$ cat config.mk
export PLATFORM = sky130hd
export DESIGN_NAME = axis_pkt_gen
export DESIGN_NICKNAME = d
export VERILOG_FILES = /design/src/rtl/axis_gen_pkg.sv /design/src/rtl/axis_pat_lane.sv /design/src/rtl/axis_pkt_gen.sv
export SDC_FILE = /design/constraint.sdc
export NUM_CORES = 1
export LEC_CHECK = 0
export BUFFER_PORTS_ARGS = -buffer_cell sky130_fd_sc_hd__buf_2
export CAP_MARGIN = 20
export CELL_PAD_IN_SITES_DETAIL_PLACEMENT = 1
export CELL_PAD_IN_SITES_GLOBAL_PLACEMENT = 1
export CORE_MARGIN = 5
export CORE_UTILIZATION = 52
export CTS_CLUSTER_SIZE = 28
export DETAILED_ROUTE_END_ITERATION = 7
export PLACE_DENSITY_LB_ADDON = 0.1
export SETUP_SLACK_MARGIN = 0.05
export SYNTH_ARGS = -nofsm -noshare
export SYNTH_HDL_FRONTEND = slang
export SYNTH_HIERARCHICAL = 1
export SYNTH_SLANG_ARGS = --single-unit
$ cat constraint.sdc
create_clock -name clk_i -period 178.9 [get_ports clk_i]
set_input_delay 35.78 -clock clk_i [delete_from_list [all_inputs] [get_ports clk_i]]
set_output_delay 35.78 -clock clk_i [all_outputs]
set_load 0.005 [all_outputs]
$ cat src/rtl/axis_gen_pkg.sv
// axis_gen_pkg: shared types and helpers for the AXI-Stream packet generator.
// Holds the FSM state type, the minimum Ethernet length and the last-beat keep helper.
package axis_gen_pkg;

  localparam int MIN_ETH_LEN = 60;

  typedef enum logic [1:0] {
    ST_IDLE = 2'd0,
    ST_SEND = 2'd1,
    ST_GAP  = 2'd2
  } state_e;

  // Keep mask for the final beat of a len-byte packet.
  // A zero remainder means the last beat is full.
  function automatic logic [15:0] last_keep(
    input logic [31:0] len,
    input int          keep_w
  );
    logic [31:0] rem;
    logic [15:0] m;
    rem = len % keep_w;
    if (rem == 32'd0)
      m = 16'((32'd1 << keep_w) - 32'd1);
    else
      m = 16'((32'd1 << rem) - 32'd1);
    return m;
  endfunction

endpackage

$ cat src/rtl/axis_pat_lane.sv
// axis_pat_lane: builds one beat of payload across all byte lanes.
// In: pkt index, beat byte offset, mode, fill, keep. Out: beat data.
module axis_pat_lane
  import axis_gen_pkg::*;
#(
  parameter int KEEP_W = 8
) (
  input  logic [7:0]          pkt_i,
  input  logic [7:0]          off_i,
  input  logic                mode_i,
  input  logic [7:0]          fill_i,
  input  logic [KEEP_W-1:0]   keep_i,
  output logic [8*KEEP_W-1:0] data_o
);

  // Only the low 8 bits of index and offset matter: the byte wraps at 256.
  always_comb begin
    data_o = '0;
    for (int k = 0; k < KEEP_W; k++) begin
      if (keep_i[k])
        data_o[8*k +: 8] = mode_i ? fill_i
                                  : 8'(pkt_i + off_i + 8'(k));
    end
  end

endmodule

$ cat src/rtl/axis_pkt_gen.sv
// axis_pkt_gen: AXI4-Stream packet generator for the MAC TX user port.
// In: clk/rst, start/stop, packet config. Out: m_axis_*, busy, done, pkt_sent.
module axis_pkt_gen
  import axis_gen_pkg::*;
#(
  parameter int DATA_W  = 64,
  parameter int KEEP_W  = DATA_W / 8,
  parameter int LEN_W   = 16,
  parameter int MIN_LEN = MIN_ETH_LEN
) (
  input  logic              clk_i,
  input  logic              rst_n_i,
  input  logic              start_i,
  input  logic              stop_i,
  input  logic [LEN_W-1:0]  pkt_len_i,
  input  logic [31:0]       pkt_count_i,
  input  logic [7:0]        ifg_i,
  input  logic              pat_mode_i,
  input  logic [7:0]        fill_i,
  input  logic [7:0]        err_every_i,
  output logic [DATA_W-1:0] m_axis_tdata,
  output logic [KEEP_W-1:0] m_axis_tkeep,
  output logic              m_axis_tvalid,
  output logic              m_axis_tlast,
  output logic              m_axis_tuser,
  input  logic              m_axis_tready,
  output logic              busy_o,
  output logic              done_o,
  output logic [31:0]       pkt_sent_o
);

  localparam int KSH = $clog2(KEEP_W);

  state_e state_q, state_d;
  logic [LEN_W-1:0]  len_q, len_d;
  logic [31:0]       cnt_q, cnt_d;
  logic [7:0]        ifg_q, ifg_d;
  logic              mode_q, mode_d;
  logic [7:0]        fill_q, fill_d;
  logic [31:0]       pkt_q, pkt_d;
  logic [LEN_W-1:0]  beat_q, beat_d;
  logic [7:0]        gap_q, gap_d;
  logic [31:0]       sent_q, sent_d;
  logic [DATA_W-1:0] tdata_q, tdata_d;
  logic [KEEP_W-1:0] tkeep_q, tkeep_d;
  logic              tvalid_q, tvalid_d;
  logic              tlast_q, tlast_d;
  logic              tuser_q, tuser_d;
  logic              busy_q, busy_d;
  logic              done_q, done_d;

  logic              hs, fin, load, sel_start;
  logic [31:0]       nxt_pkt;
  logic [LEN_W-1:0]  nxt_beat, eff_len, g_len;
  logic              g_mode, g_last, g_user;
  logic [7:0]        g_fill, g_off;
  logic [KEEP_W-1:0] g_keep;
  logic [DATA_W-1:0] g_data;

  assign hs  = tvalid_q & m_axis_tready;
  assign fin = ((cnt_q != 32'd0) && (pkt_q + 32'd1 == cnt_q))
             || stop_i;

  assign eff_len = (pkt_len_i < LEN_W'(MIN_LEN)) ? LEN_W'(MIN_LEN)
                                                 : pkt_len_i;

  // On the start cycle the beat is built from the live inputs,
  // afterwards from the latched copy.
  assign g_len  = sel_start ? eff_len    : len_q;
  assign g_mode = sel_start ? pat_mode_i : mode_q;
  assign g_fill = sel_start ? fill_i     : fill_q;

  assign g_last = nxt_beat == ((g_len - LEN_W'(1)) >> KSH);
  assign g_keep = g_last ? KEEP_W'(last_keep(32'(g_len), KEEP_W))
                         : '1;
  assign g_off  = 8'(nxt_beat << KSH);
  assign g_user = g_last && (err_every_i != 8'd0)
               && ((33'(nxt_pkt) + 33'd1) % 33'(err_every_i)
                   == 33'd0);

  axis_pat_lane #(
    .KEEP_W (KEEP_W)
  ) u_lane (
    .pkt_i  (8'(nxt_pkt)),
    .off_i  (g_off),
    .mode_i (g_mode),
    .fill_i (g_fill),
    .keep_i (g_keep),
    .data_o (g_data)
  );

  always_comb begin
    state_d   = state_q;
    len_d     = len_q;
    cnt_d     = cnt_q;
    ifg_d     = ifg_q;
    mode_d    = mode_q;
    fill_d    = fill_q;
    gap_d     = gap_q;
    sent_d    = sent_q;
    tvalid_d  = tvalid_q;
    done_d    = 1'b0;
    load      = 1'b0;
    sel_start = 1'b0;
    nxt_pkt   = pkt_q;
    nxt_beat  = beat_q + LEN_W'(1);
    unique case (state_q)
      ST_IDLE: begin
        if (start_i) begin
          sel_start = 1'b1;
          load      = 1'b1;
          nxt_pkt   = 32'd0;
          nxt_beat  = '0;
          tvalid_d  = 1'b1;
          len_d     = eff_len;
          cnt_d     = pkt_count_i;
          ifg_d     = ifg_i;
          mode_d    = pat_mode_i;
          fill_d    = fill_i;
          state_d   = ST_SEND;
        end
      end
      ST_SEND: begin
        if (hs) begin
          if (!tlast_q) begin
            load = 1'b1;
          end else begin
            sent_d   = sent_q + 32'd1;
            nxt_pkt  = pkt_q + 32'd1;
            nxt_beat = '0;
            if (fin) begin
              tvalid_d = 1'b0;
              done_d   = 1'b1;
              state_d  = ST_IDLE;
            end else if (ifg_q != 8'd0) begin
              tvalid_d = 1'b0;
              gap_d    = ifg_q;
              state_d  = ST_GAP;
            end else begin
              load = 1'b1;
            end
          end
        end
      end
      ST_GAP: begin
        nxt_pkt  = pkt_q + 32'd1;
        nxt_beat = '0;
        if (stop_i) begin
          done_d  = 1'b1;
          state_d = ST_IDLE;
        end else if (gap_q == 8'd1) begin
          load     = 1'b1;
          tvalid_d = 1'b1;
          state_d  = ST_SEND;
        end else begin
          gap_d = gap_q - 8'd1;
        end
      end
      default: state_d = ST_IDLE;
    endcase
  end

  // Output beat registers only change when a new beat is loaded,
  // which keeps them stable across a stall.
  always_comb begin
    tdata_d = tdata_q;
    tkeep_d = tkeep_q;
    tlast_d = tlast_q;
    tuser_d = tuser_q;
    pkt_d   = pkt_q;
    beat_d  = beat_q;
    if (load) begin
      tdata_d = g_data;
      tkeep_d = g_keep;
      tlast_d = g_last;
      tuser_d = g_user;
      pkt_d   = nxt_pkt;
      beat_d  = nxt_beat;
    end
  end

  assign busy_d = state_d != ST_IDLE;

  always_ff @(posedge clk_i or negedge rst_n_i) begin
    if (!rst_n_i) begin
      state_q  <= ST_IDLE;
      len_q    <= '0;
      cnt_q    <= '0;
      ifg_q    <= '0;
      mode_q   <= 1'b0;
      fill_q   <= '0;
      pkt_q    <= '0;
      beat_q   <= '0;
      gap_q    <= '0;
      sent_q   <= '0;
      tdata_q  <= '0;
      tkeep_q  <= '0;
      tvalid_q <= 1'b0;
      tlast_q  <= 1'b0;
      tuser_q  <= 1'b0;
      busy_q   <= 1'b0;
      done_q   <= 1'b0;
    end else begin
      state_q  <= state_d;
      len_q    <= len_d;
      cnt_q    <= cnt_d;
      ifg_q    <= ifg_d;
      mode_q   <= mode_d;
      fill_q   <= fill_d;
      pkt_q    <= pkt_d;
      beat_q   <= beat_d;
      gap_q    <= gap_d;
      sent_q   <= sent_d;
      tdata_q  <= tdata_d;
      tkeep_q  <= tkeep_d;
      tvalid_q <= tvalid_d;
      tlast_q  <= tlast_d;
      tuser_q  <= tuser_d;
      busy_q   <= busy_d;
      done_q   <= done_d;
    end
  end

  assign m_axis_tdata  = tdata_q;
  assign m_axis_tkeep  = tkeep_q;
  assign m_axis_tvalid = tvalid_q;
  assign m_axis_tlast  = tlast_q;
  assign m_axis_tuser  = tuser_q;
  assign busy_o        = busy_q;
  assign done_o        = done_q;
  assign pkt_sent_o    = sent_q;

endmodule

==> flow_summary.json, run 1 <==
{
  "place.gp.congestion": 0.924,
  "clockRootBuffer": "clkbuf_16",
  "cpPeakStageDelay_ns": 0.82,
  "holdPathEnd": "pkt_sent_o[31]",
  "drc_errors": 0,
  "drt_pre_antenna_iters": 5,
  "track_usage_pct": 33.2,
  "rsz0062_at_grt": "false",
  "fp.coreArea_um2": 67400,
  "layout_common_cells": "544 x nand2_1, 395 x nor2_1, 268 x ha_1",
  "worstMarginPinSlew_ns": 1.27,
  "critPathLaunchType": "input port",
  "max_slew_margin_pct": 15.2,
  "worst_clock_skew_ns": 0.0188,
  "final_nets": 5124,
  "maxCapViolCount": 0,
  "clock-sinks": 232,
  "seq_area_frac_synth_pct": 16.4,
  "setup_viol": 0,
  "dp.final_hpwl_um": 98700,
  "critPathMostFrequentCell": "o21a_1",
  "wl_per_cell_um": 22.8,
  "hold_viol_final": 0,
  "netlist_area_um2": 35500,
  "layout_commonest_cell": "nand2_1",
  "cts_tree": "yes",
  "crit_fanout": 31,
  "ioPinCount": 187,
  "die_y_um": 271,
  "cts_buffers": 27,
  "wl_um": 129000,
  "reg2reg_slack_ns": 74.84,
  "cts_resized": 0,
  "viasPerCell": 6.71,
  "insertion_delay_ns": 0.56,
  "placement_rows": 95,
  "crit_required_ns": 179.34,
  "die_area_um2": 73600,
  "slew_violations": 0,
  "area_growth_syn_to_layout_pct": 7.14,
  "post_cts_buffers": 0,
  "synth_ff_type": "dfrtp_1",
  "start_util_pct": 52.7,
  "max_freq_mhz": 7.23,
  "path_clk_slew_ns": 0.06,
  "synth_cells": 4688,
  "chipWidth_um": 271,
  "grt_pass1_wl_um": 208000,
  "timing.hold.ws_ns": 0.484,
  "r2r_cells": 433,
  "hold_path.class": "reg2reg",
  "synth.distinct_cells": 150,
  "worstPathArrival_ns": 138.73,
  "dr_total_vias": 38086,
  "antenna_found_initial": 9,
  "worstHoldStart": "pkt_sent_o[31]",
  "hold_depth": 1,
  "cts_max_path_buffers": 3,
  "r2r-start": "state_q[1]",
  "synth_area_per_cell_um2": 7.57,
  "synth_enable_flop_cells": 0,
  "ys_async_sr_fraction_pct": 100,
  "htree_levels": 1,
  "worstReg2RegEnd": "m_axis_tuser",
  "drive_gt1_share_pct": 12.4,
  "ys_ff_latch": 232,
  "cpMaxStageDelayCell": "nor4b_4",
  "overflow": 0,
  "period_needed_ns": 138.29,
  "cp-end-kind": "flop",
  "finalCritPeriodShare_pct": 77.3,
  "status": "finished clean",
  "port_buffers": 186,
  "grt_pass1_vias": 38392,
  "ant_nets": 0,
  "postCtsHoldBufs": 0,
  "criticalPathCategory": "in2reg",
  "fin_tns_setup_ns": 0,
  "drt_iter0_markers": 2891,
  "yosysWarnings": 6,
  "grt_start_max_net_pins": 147
}
## cell usage after synthesis, types with 17 or more instances
master,instances,share of area (%)
nor2b_1,44,0.78
o31ai_1,104,2.2
nor4_1,71,1.3
and2_1,73,1.3
buf_2,49,0.69
mux2_2,122,3.9
nand4_1,80,1.4
o21a_1,196,4.1
or4_1,23,0.49
o211a_1,24,0.68
a21oi_1,250,3.5
or3_1,47,0.83
ha_1,268,9.4
inv_1,108,1.1
nand3_1,144,2.0
mux2i_1,51,1.4
nand2b_1,57,1.0
nor3_1,260,3.7
and4_1,19,0.47
dfrtp_1,232,16
o22ai_1,19,0.33
a21o_1,69,1.5
a31oi_1,63,1.1
a211oi_1,27,0.57
xor2_1,114,2.8
xnor2_1,228,5.6
o21ai_1,45,0.63
nor2_1,396,4.2
a31o_2,18,0.44
nand2_1,546,5.8
o21ai_0,211,3.0
a21boi_0,17,0.36
clkbuf_1,100,1.1
o211ai_1,42,0.89
or2_2,45,0.79
and3_1,66,1.2
## critical path: cells and delay by family
family / cells / cell delay (ns)
adders and majority gates: 34 / 10.46
AOI/OAI and AO/OA: 244 / 53.65
muxes: 2 / 0.55
and+or+nand+nor: 130 / 35.51
buffers and inverters: 22 / 2.59
## worst max path at each step
stage                     slack [ns]           from  depth (start not counted)           end
after floorplan                52.85  m_axis_tready                        469  m_axis_tuser
after global placement         45.70  m_axis_tready                        433  m_axis_tuser
after detailed placement       41.62  m_axis_tready                        434  m_axis_tuser
after global routing           31.31  m_axis_tready                        435  m_axis_tuser
after CTS                      41.59  m_axis_tready                        433  m_axis_tuser
final                          40.61  m_axis_tready                        432  m_axis_tuser
## through the flow
stage	instances	util (%)	area, um^2	worst slack [ns]
global route	5672	56.4	38000	31.31
global placement	5619	55.0	37100	45.70
detailed placement	5619	55.0	37100	41.62
floorplan	4698	-	35500	52.85
CTS	5666	56.4	38000	41.59
finish	5675	56.4	38000	40.61
## area by class of cell
type | count | area [um^2]
antenna | 8 | 20.0
clock buffer | 33 | 728
clock inverter | 14 | 168
fill | 8545 | 29400
inverter | 109 | 409
multi-input combinational | 4183 | 28600
sequential | 232 | 5810
tap | 873 | 1090
timing repair buffer | 223 | 1250
## per-layer routing
metal  global-route usage, %  up-vias  part of all wire [%]
li1                        -    17749                     -
met1                    44.9    18830                    44
met2                    56.1     1236                    47
met3                    4.27      271                   5.9
met4                    9.31        0                   3.1
met5                       0        -                     0
## kinds of logic (layout without fill, tap and decap cells)
| kind of cell | after synthesis | after routing | synth area share [%] |
|---|---|---|---|
| AO/OA/AOI/OAI | 1363 | 1363 | 27.2 |
| flip-flops | 232 | 232 | 16.4 |
| AND/OR/NAND/NOR | 2011 | 2011 | 29.2 |
| adder cells (fa/ha/maj) | 272 | 272 | 9.61 |
| XOR/XNOR | 347 | 347 | 8.70 |
| multiplexers | 178 | 178 | 5.49 |
| other | 2 | 20 | 0.0212 |
| buffers and inverters | 283 | 379 | 3.39 |
## sequential cells by signal, indices dropped and copies added (netlist names)
register / flops
m_axis_tdata: 64
cnt_q: 32
pkt_q: 32
pkt_sent_o: 32
beat_q: 16
len_q: 16
fill_q: 8
gap_q: 8
ifg_q: 8
m_axis_tkeep: 8
state_q: 2
busy_o: 1
done_o: 1
m_axis_tlast: 1
m_axis_tuser: 1
m_axis_tvalid: 1
mode_q: 1
Power of run 1 is left out: the tool's default activity adds up to more than one toggle a clock period on the data nets, which glitch-free logic cannot reach.
==> run 2: changes to the inputs <==
CORE_UTILIZATION = 43   (was 52)
clock period = 122.2 ns   (was 178.9 ns; I/O delays follow)
==> flow_summary.json, run 2 (synthesized netlist as in run 1, its figures left out) <==
{
  "period_needed_ns": 115.07,
  "cts_max_path_buffers": 3,
  "drc_errors": 0,
  "reg2reg_slack_ns": 29.70,
  "chipWidth_um": 297,
  "cp_num_buf_inv": 28,
  "crit_required_ns": 122.67,
  "wl_per_cell_um": 21.2,
  "cpMaxStageDelayCell": "nor4_1",
  "fp.coreArea_um2": 82000,
  "htree_levels": 1,
  "clock-sinks": 232,
  "path_clk_slew_ns": 0.06,
  "critPathLaunchType": "input port",
  "critPathMostFrequentCell": "o21a_1",
  "antenna_found_initial": 4,
  "cp.depth": 442,
  "finalCritPeriodShare_pct": 94.2,
  "grt_pass1_vias": 36513,
  "cp-end-kind": "flop",
  "dp.final_hpwl_um": 99200,
  "place_area_um2": 37500,
  "cts_buffers": 28,
  "port_buffers": 186,
  "placement_rows": 105,
  "slew_violations": 0,
  "wl_um": 126000,
  "layout_common_cells": "542 x nand2_1, 384 x nor2_1, 268 x ha_1",
  "final_nets": 5186,
  "fillers": 10330,
  "path_delay_family": "compound AO/OA/AOI/OAI gates",
  "drive_gt1_share_pct": 14.8,
  "die_area_um2": 88400,
  "max_slew_margin_pct": 32.1,
  "status": "finished clean",
  "worstMarginPinSlew_ns": 1.02,
  "dr_total_vias": 36961,
  "fin_area_um2": 39200,
  "hold_path.class": "reg2reg",
  "overflow": 0,
  "postCtsHoldBufs": 0,
  "critPathCapture": "m_axis_tuser",
  "crit_fanout": 21,
  "max_freq_mhz": 8.69,
  "grt_start_max_net_pins": 147,
  "ant_nets": 0,
  "start_util_pct": 43.3,
  "r2r-start": "pkt_q[0]",
  "place.gp.congestion": 0.913,
  "cpPeakStageDelay_ns": 0.71,
  "cp-startpoint": "m_axis_tready",
  "die_y_um": 297,
  "cts_tree": "yes",
  "largest_reg_flops": 64,
  "criticalPathCategory": "in2reg",
  "setup_viol": 0,
  "drt_pre_antenna_iters": 5,
  "viasPerCell": 6.23,
  "hold_viol_final": 0,
  "grt_pass1_wl_um": 200000,
  "insertion_delay_ns": 0.57,
  "layout_commonest_cell": "nand2_1",
  "worst_clock_skew_ns": 0.0205,
  "worstPathArrival_ns": 115.54,
  "maxCapViolCount": 0,
  "r2r_cells": 442,
  "area_growth_syn_to_layout_pct": 10.5,
  "drt_iter0_markers": 2167,
  "clockRootBuffer": "clkbuf_16",
  "ioPinCount": 187,
  "worstReg2RegEnd": "m_axis_tuser",
  "track_usage_pct": 26.7
}
run 2: changes by cell type in the layout (fill, tap and decap cells not counted), sizes merged:
cell / before / now
buf: 223 / 283
bufinv: 3 / 4
clkbuf: 33 / 39
clkinv: 7 / 5
diode: 8 / 2
inv: 110 / 109
nor2: 399 / 400
run 2: worst min path at each step:
stage	start	to	cells after the start	slack (ns)
after global routing	pkt_sent_o[7]	pkt_sent_o[7]	1	0.51
after floorplan	fill_q[7]	fill_q[7]	2	0.43
after detailed placement	m_axis_tkeep[0]	m_axis_tkeep[0]	1	0.46
final	m_axis_tkeep[0]	m_axis_tkeep[0]	1	0.48
after CTS	m_axis_tkeep[0]	m_axis_tkeep[0]	1	0.48
after global placement	fill_q[7]	fill_q[7]	2	0.45
run 2: stage by stage:
stage	hold slack (ns)	setup TNS (ns)	instances	util, %	setup slack, ns
final	0.475	0	5931	47.9	7.13
after global routing	0.508	-0.123	5930	47.9	-0.123
after CTS	0.479	0	5890	47.0	0.122
after detailed placement	0.461	-1.45	5837	45.8	-1.45
after global placement	0.449	0	5837	45.8	2.14
after floorplan	0.434	0	4698	-	7.49
run 2: final cells by class:
class / instances / area (um^2) / area share [%]
inverter: 109 / 409 / 1.04
sequential: 232 / 5810 / 14.8
antenna: 2 / 5.00 / 0.0128
multi-input combinational: 4184 / 29000 / 73.9
tap: 1070 / 1340 / 3.41
clock inverter: 12 / 186 / 0.475
timing repair buffer: 283 / 1680 / 4.29
clock buffer: 39 / 812 / 2.07
run 2: routing by layer:
| metal | vias to the layer above | share of wire, % | GRT usage (%) |
|---|---|---|---|
| met5 | - | 0.021 | 0 |
| met4 | 4 | 1.7 | 4.64 |
| met3 | 148 | 3.9 | 2.53 |
| met2 | 700 | 46 | 44.2 |
| met1 | 18269 | 49 | 38.5 |
| li1 | 17840 | - | - |
run 2: timing repair:
item,4_1_cts,5_1_grt
cloned,0,1
setup buffers,2,37
gates resized for setup,5,86
endpoints found under the setup margin,1,1
pin swaps,1,17
Power of run 2 is left out for the same reason.
